--- config.mk ---
export PLATFORM = sky130hd
export DESIGN_NAME = varredura_teclado_flat
export DESIGN_NICKNAME = d
export VERILOG_FILES = /design/src/rtl/varredura_teclado_if.sv /design/src/rtl/varredura_teclado.sv /design/src/flat_wrapper.sv
export SDC_FILE = /design/constraint.sdc
export NUM_CORES = 1
export LEC_CHECK = 0
export BUFFER_PORTS_ARGS = -buffer_cell sky130_fd_sc_hd__clkbuf_2
export CAP_MARGIN = 20
export CORE_MARGIN = 3
export CORE_UTILIZATION = 60
export CTS_CLUSTER_SIZE = 30
export DETAILED_ROUTE_END_ITERATION = 8
export PLACE_DENSITY = 0.85
export SYNTH_ARGS = -nofsm -noshare
export SYNTH_HDL_FRONTEND = slang
export SYNTH_SLANG_ARGS = --single-unit
--- constraint.sdc ---
create_clock -name clock_in -period 2.6 [get_ports clock_in]
set_input_delay 0.13 -clock clock_in [delete_from_list [all_inputs] [get_ports clock_in]]
set_output_delay 0.13 -clock clock_in [all_outputs]
set_load 0.05 [all_outputs]
--- src/rtl/varredura_teclado_if.sv ---
`default_nettype none
// ============================================================================
// Module   : varredura_teclado_if
// Function : Keypad pins plus the one-hot key code handed to the decoder.
// Revision : 1.0 - initial release
// ============================================================================
interface varredura_teclado_if;
  logic [2:0] kp_coluna_in;
  logic [2:0] kp_linha_out;
  logic [2:0] coluna_out;
  logic [2:0] linha_out;
  logic       tecla_valida_out;

  modport master (
    input  kp_coluna_in,
    output kp_linha_out,
    output coluna_out,
    output linha_out,
    output tecla_valida_out
  );

  modport slave (
    output kp_coluna_in,
    input  kp_linha_out,
    input  coluna_out,
    input  linha_out,
    input  tecla_valida_out
  );
endinterface
`default_nettype wire

--- src/rtl/varredura_teclado.sv ---
`default_nettype none
// ============================================================================
// Module   : varredura_teclado
// Function : 3x3 keypad row scanner; reports one held key as a one-hot
//            column/row pair. Optional macro RELEASE_FILTER_EN debounces release.
// Revision : 1.0 - initial release
// ============================================================================
module varredura_teclado #(
  parameter int SETTLE_CYCLES = 4
) (
  input wire logic            clock_in,
  input wire logic            reset_in,
  varredura_teclado_if.master kp
);
  localparam logic [7:0] c_last      = 8'(SETTLE_CYCLES - 1);
  localparam logic [2:0] c_row_first = 3'b100;

  typedef enum logic [0:0] {
    ST_SCAN   = 1'b0,
    ST_LOCKED = 1'b1
  } state_t;

  state_t     r_state, w_state_nx;
  logic [2:0] r_col_meta, r_col_sync;
  logic [7:0] r_count, w_count_nx;
  logic [2:0] r_linha, w_linha_nx;
  logic [2:0] r_coluna_out, w_coluna_out_nx;
  logic [2:0] r_linha_out, w_linha_out_nx;
  logic       r_valida, w_valida_nx;
  logic       w_one_hot, w_mismatch, w_release;
`ifdef RELEASE_FILTER_EN
  logic [7:0] r_miss, w_miss_nx;
`endif

  always_comb begin
    w_one_hot = (r_col_sync == 3'b001) || (r_col_sync == 3'b010) ||
                (r_col_sync == 3'b100);
  end

  // The reported column doubles as the captured column while locked.
  assign w_mismatch = (r_col_sync != r_coluna_out);

  always_comb begin
    w_state_nx      = r_state;
    w_count_nx      = r_count;
    w_linha_nx      = r_linha;
    w_coluna_out_nx = r_coluna_out;
    w_linha_out_nx  = r_linha_out;
    w_valida_nx     = r_valida;
    w_release       = 1'b0;
`ifdef RELEASE_FILTER_EN
    w_miss_nx       = r_miss;
`endif
    case (r_state)
      ST_SCAN: begin
        if (r_count == c_last) begin
          w_count_nx = 8'd0;
          if (w_one_hot) begin
            w_state_nx      = ST_LOCKED;
            w_coluna_out_nx = r_col_sync;
            w_linha_out_nx  = r_linha;
            w_valida_nx     = 1'b1;
`ifdef RELEASE_FILTER_EN
            w_miss_nx       = 8'd0;
`endif
          end else begin
            w_linha_nx = {r_linha[0], r_linha[2:1]};
          end
        end else begin
          w_count_nx = r_count + 8'd1;
        end
      end
      ST_LOCKED: begin
`ifdef RELEASE_FILTER_EN
        if (!w_mismatch) begin
          w_miss_nx = 8'd0;
        end else if (r_miss == c_last) begin
          w_miss_nx = 8'd0;
          w_release = 1'b1;
        end else begin
          w_miss_nx = r_miss + 8'd1;
        end
`else
        w_release = w_mismatch;
`endif
        if (w_release) begin
          w_state_nx      = ST_SCAN;
          w_linha_nx      = c_row_first;
          w_count_nx      = 8'd0;
          w_coluna_out_nx = 3'b000;
          w_linha_out_nx  = 3'b000;
          w_valida_nx     = 1'b0;
        end
      end
      default: w_state_nx = ST_SCAN;
    endcase
  end

  always_ff @(posedge clock_in or negedge reset_in) begin
    if (!reset_in) begin
      r_state      <= ST_SCAN;
      r_col_meta   <= 3'b000;
      r_col_sync   <= 3'b000;
      r_count      <= 8'd0;
      r_linha      <= c_row_first;
      r_coluna_out <= 3'b000;
      r_linha_out  <= 3'b000;
      r_valida     <= 1'b0;
`ifdef RELEASE_FILTER_EN
      r_miss       <= 8'd0;
`endif
    end else begin
      r_state      <= w_state_nx;
      r_col_meta   <= kp.kp_coluna_in;
      r_col_sync   <= r_col_meta;
      r_count      <= w_count_nx;
      r_linha      <= w_linha_nx;
      r_coluna_out <= w_coluna_out_nx;
      r_linha_out  <= w_linha_out_nx;
      r_valida     <= w_valida_nx;
`ifdef RELEASE_FILTER_EN
      r_miss       <= w_miss_nx;
`endif
    end
  end

  assign kp.kp_linha_out     = r_linha;
  assign kp.coluna_out       = r_coluna_out;
  assign kp.linha_out        = r_linha_out;
  assign kp.tecla_valida_out = r_valida;
endmodule
`default_nettype wire

--- src/flat_wrapper.sv ---
// flat-port wrapper written by rule: the top's interface ports become plain ports
module varredura_teclado_flat 
#(
  parameter int SETTLE_CYCLES = 4
)
  (clock_in, reset_in, kp_kp_coluna_in, kp_kp_linha_out, kp_coluna_out, kp_linha_out, kp_tecla_valida_out);
  varredura_teclado_if kp_i ();
  input wire logic clock_in;
  input wire logic reset_in;
  input wire logic [$bits(kp_i.kp_coluna_in)-1:0] kp_kp_coluna_in;
  output wire logic [$bits(kp_i.kp_linha_out)-1:0] kp_kp_linha_out;
  output wire logic [$bits(kp_i.coluna_out)-1:0] kp_coluna_out;
  output wire logic [$bits(kp_i.linha_out)-1:0] kp_linha_out;
  output wire logic [$bits(kp_i.tecla_valida_out)-1:0] kp_tecla_valida_out;
  assign kp_i.kp_coluna_in = kp_kp_coluna_in;
  assign kp_kp_linha_out = kp_i.kp_linha_out;
  assign kp_coluna_out = kp_i.coluna_out;
  assign kp_linha_out = kp_i.linha_out;
  assign kp_tecla_valida_out = kp_i.tecla_valida_out;
  varredura_teclado #(.SETTLE_CYCLES(SETTLE_CYCLES)) u_core (.clock_in(clock_in), .reset_in(reset_in), .kp(kp_i));
endmodule
======== Yosys cells after proc, flatten, opt, wreduce, memory -nomap -nowiden ========
Index checks and enable logic that the tools add are counted.
cells by class
  add/subtract/negate cells ............... 1
  multiply operators ...................... 0
  div/mod/pow operators ................... 0
  order comparisons ....................... 0
  equal/unequal tests ..................... 9
  shift-type cells ........................ 0
  multiplexer cells ....................... 22
  bitwise logic cells ..................... 1
  reductions and logical operators ........ 4
operators with widths
  operator               count
  $mux W3                8
  $pmux W3 S2            3
  $mux W8                2
  $pmux W8 S2            1
  $add A8 B1 Y8 const B  1
  $eq A8 B2 Y1 const B   1
  $mux W1                6
  $reduce_and A3 Y1      2
  $ne A2 B1 Y1 const B   2
  $ne A2 B2 Y1 const B   2
  $pmux W1 S2            2
  $eq A3 B1 Y1 const B   1
  $eq A3 B2 Y1 const B   1
  $eq A3 B3 Y1 const B   1
  $ne A3 B3 Y1           1
  $logic_or A1 B1 Y1     2
  $not A1 Y1             1
storage, ports and cells
  register bits ........................... 25
  bits in latches ......................... 0
  RAM bits ................................ 0
  bits in read-only memories .............. 0
  input bits .............................. 5
  output and inout port bits .............. 10
  memories kept ........................... 0

======== Logic depth before layout (Yosys ltp) ========
  depth after elaboration ................. 6
  depth in mapped cells ................... 6

======== Worst setup path after synthesis ========
No wires, ideal clock.
  path type ............................... register -> register
  start ................................... register u_core.r_coluna_out[1] (netlist: u_core.kp.coluna_out[1])
  end ..................................... register u_core.r_coluna_out[1] (netlist: u_core.kp.coluna_out[1])
  data arrival time ....................... 1,440 ps
  path slack .............................. 1,083 ps
  cell stages (with the launch flop) ...... 6
  buffers on the path ..................... 1
  path through ............................ dfrtp_1 xnor2_1 and4_1 buf_2 nand2_1 o21ai_1
between the ends
  longest elaborated chain between the ends .. 3
RTL lines
  what                                line                      source
  from (decl)                         varredura_teclado.sv:27   logic [2:0] r_coluna_out, w_coluna_out_nx;
  from (signal assigned)              varredura_teclado.sv:118  r_coluna_out <= w_coluna_out_nx;
  $ne A3 B3 Y1                        varredura_teclado.sv:41   assign w_mismatch = (r_col_sync != r_coluna_out);
  $ne A2 B2 Y1 (no source line)       -
  $reduce_and A3 Y1 (no source line)  -
No other way between the ends.
A chain may end at the register's enable or synchronous reset.

======== Final worst setup path ========
  start ................................... register u_core.r_count[0]
  end ..................................... register u_core.r_coluna_out[1] (netlist: u_core.kp.coluna_out[1])
between the ends
  longest elaborated chain between the ends .. 3
RTL lines
  what                                line                      source
  from (decl)                         varredura_teclado.sv:25   logic [7:0] r_count, w_count_nx;
  from (signal assigned)              varredura_teclado.sv:116  r_count <= w_count_nx;
  $eq A8 B2 Y1                        varredura_teclado.sv:56   if (r_count == c_last) begin
  $ne A2 B1 Y1 (no source line)       -
  $reduce_and A3 Y1 (no source line)  -
No other way between the ends.

==> flow_summary_export.csv <==
group,metric,value,unit
floorplan,core_area,1802,sq um
route,via_per_inst,5.711,
synth,synth.avg_cell_area,10.83,sq um
critical_path,cp_max_fo,8,
critical_path,arrival,1930,ps
critical_path,cp_num_buf_inv,0,
finish,nFillCells,125,
cts,cts_tree,"built",
timing,final.setup_skew,5.928,ps
finish,final_nets,134,
power,finalPower,1.454,mW
timing,hold_viol_final,0,
synth,synthTopCellsByArea,"dfrtp_1 50%, mux2i_1 7.6%, nand2_1 5.0%",
floorplan,die_height,50.56,um
place,place_ws,877.8,ps
place,port_buffers,14,
global_route,track_usage,20.10,%
floorplan,io-pin-count,15,
hold_path,hp-class,"in2async",
power,power.density,1087,nW/um^2
finish,antennaDiodeCount,0,
timing,slew_headroom,60.59,%
place,dp_hpwl,1.549,mm
synth,synth-edff-count,0,
timing,tightestPinTransition,591.2,ps
cts,clk_pin_slew_worst_paths,130,ps
critical_path,cp_cell_sequence,"ha_1, nor4b_4, o2111ai_4, mux2i_1, o21ai_1",
timing,setup_viol,0,
timing,finalCritPeriodShare,66.45,%
synth,synth.cell_area,1191,sq um
cts,numCtsBuffers,3,
cts,cts.path.max_buffers,2,
global_route,antenna_found_initial,0,
timing,max_freq,0.5788,GHz
critical_path,ff2ff_path_depth,5,
critical_path,cpPeakStageDelay,400,ps
finish,multi_input_area,534.3,sq um
synth,synth_warnings,0,
critical_path,start_kind,"register",
critical_path,cp.depth,5,
critical_path,critPathTopFamily,"flip-flops",
critical_path,cpMaxStageDelayCell,"dfrtp_1",
place,postPlaceCellArea,1270,sq um
timing,slew_viol_final,0,
synth,ys_ff_latch,25,
route,first_iter_violations,11,
global_route,grt_max_degree,26,
job,drv_cap,0,
critical_path,crit_path_end_kind,"register",
global_route,grt_first_pass_wirelength,3.850,mm
finish,drive_gt1_share,18.11,%
global_route,grt_pass1_vias,858,
timing,fin_hold_ws,333.4,ps
status,outcome,"complete, no violations",
critical_path,startpoint,"u_core.r_count[0]",
route,drt-pass1-iter-count,4,
place,gp_congestion,0.8150,
finish,postLayoutCellArea,1338,sq um
synth,syn-num-nets,116,
route,drc,0,
synth,yosysTopAreaCell,"dfrtp_1",
route,detail_route.wirelength,2.148,mm
floorplan,dieArea,2556,sq um
synth,synth_top_area_share,50.42,%
timing,grt_setup_unrepaired,"false",
power,irDropWorstVdd,0.7128,mV
floorplan,die_x,50.56,um
cts,cts-root-buf,"clkbuf_4",
route,via_count,868,
critical_path,criticalPathCategory,"reg2reg",
synth,synthDistinctLibCells,32,
synth,syn_inst,110,
cts,clock-sinks,25,
route,ant_nets,0,
timing,fin_tns_setup,0,ps
timing,worst_slack,872.2,ps
critical_path,r2r-end,"u_core.kp.coluna_out[1]",
timing,period_needed,1728,ps
critical_path,critPathRequiredTime,2800,ps
floorplan,rows,15,
cts,post_cts_buffers,0,
power,p_leak,0.6315,nW
global_route,overflow,0,
critical_path,reg2reg_setup_slack,870,ps
finish,seq_area,626.9,sq um
critical_path,worstReg2RegStart,"u_core.r_count[0]",
synth,async_reset_ff_share,100.0,%
synth,yosysSeqAreaShare,52.63,%
route,avgRoutedWirePerCell,14.13,um
cts,clkLatencyLatePin,310,ps
finish,syn2layout_area_growth,12.29,%
synth,synthFlopType,"dfrtp_1",
floorplan,initial_core_util,66.11,%
cts,cts-htree-levels,1,
where the power goes:
group          internal [mW]  switching, mW
sequential             0.503          0.138
combinational          0.211          0.435
clock                 0.0576          0.109
cell usage after synthesis (3+ instances only):
cell type	count
xnor2_1	5
nand3_1	5
mux2i_1	9
nand2_1	16
nor2_1	3
o21ai_1	8
dfrtp_1	24
buf_2	3
o21ai_0	7
through the flow:
stage / utilization, % / cells
floorplan: - / 110
global placement: 70.49 / 144
detailed placement: 70.49 / 144
CTS: 74.24 / 152
global route: 74.24 / 152
finish: 74.24 / 152
cells in the final DEF, fill, tap and decap left out:
master	n
and3_1	1
nor4b_4	1
and4_1	1
nor3b_1	1
o2bb2ai_1	1
clkinv_2	1
nand3_1	5
o2111ai_4	1
dfrtp_1	24
o21ai_1	8
o21a_1	1
nand2b_1	1
nand2_1	16
xnor2_1	5
ha_1	1
dlygate4sd3_1	4
mux2i_1	9
a21oi_1	2
o211ai_1	1
o21ai_0	7
clkbuf_2	14
nor2_1	3
xor2_1	2
o22ai_1	1
nor3_2	1
nand4_1	2
and2_1	1
clkbuf_4	3
dfstp_2	1
inv_1	2
or3b_1	1
or3_1	2
o2111ai_2	1
a21o_1	2
repair_timing:
action	in CTS	in global routing
gates resized for setup	0	0
hold endpoints to repair	27	0
hold buffers	4	0
metal layers:
metal | share of wire (%) | GRT usage (%)
met5 | 0 | 0
met4 | 0.74 | 4.036
met3 | 3.4 | 5.341
met2 | 49 | 34.35
met1 | 47 | 25.69
area by class of cell:
class / count / share of cell area (%)
multi-input cells: 78 / 39.94
inverters: 2 / 0.5613
clock buffers: 3 / 1.684
well taps: 25 / 2.339
repair buffers: 18 / 8.232
flip-flops and latches: 25 / 46.87
clock inverters: 1 / 0.3742
worst register-to-register path: cells and delay by family (launching register included):
family | cells | cell delay (ps)
adder cells (fa/ha/maj) | 1 | 240
AO/OA/AOI/OAI | 2 | 370
AND/OR/NAND/NOR | 1 | 360
multiplexers | 1 | 240
flip-flops | 1 | 400
cell families (layout without fill, tap and decap cells):
group	Yosys count	count (layout)	synth area share (%)
AO/OA/AOI/OAI	25	25	14.39
adder cells (fa/ha/maj)	1	1	1.050
buffers and inverters	7	24	2.521
AND/OR/NAND/NOR	36	36	16.70
multiplexers	9	9	7.563
XOR/XNOR	7	7	5.147
flip-flops	25	25	52.63
worst max-delay path by stage:
stage | end | slack [ps]
finish | u_core.kp.coluna_out[1] | 870
global route | u_core.kp.coluna_out[2] | 710
CTS | u_core.kp.coluna_out[1] | 850
detailed placement | u_core.kp.coluna_out[1] | 880
global placement | u_core.kp.coluna_out[2] | 1010
floorplan | u_core.kp.coluna_out[1] | 1080
sequential cells by signal, summed over array words and instances (netlist names):
signal and count:
u_core.kp.linha_out 3, u_core.r_state 1, u_core.kp.tecla_valida_out 1, u_core.kp.kp_linha_out 3, u_core.kp.coluna_out 3, u_core.r_col_meta 3, u_core.r_count 8, u_core.r_col_sync 3
Note: power is estimated with default switching activity, not from simulation.
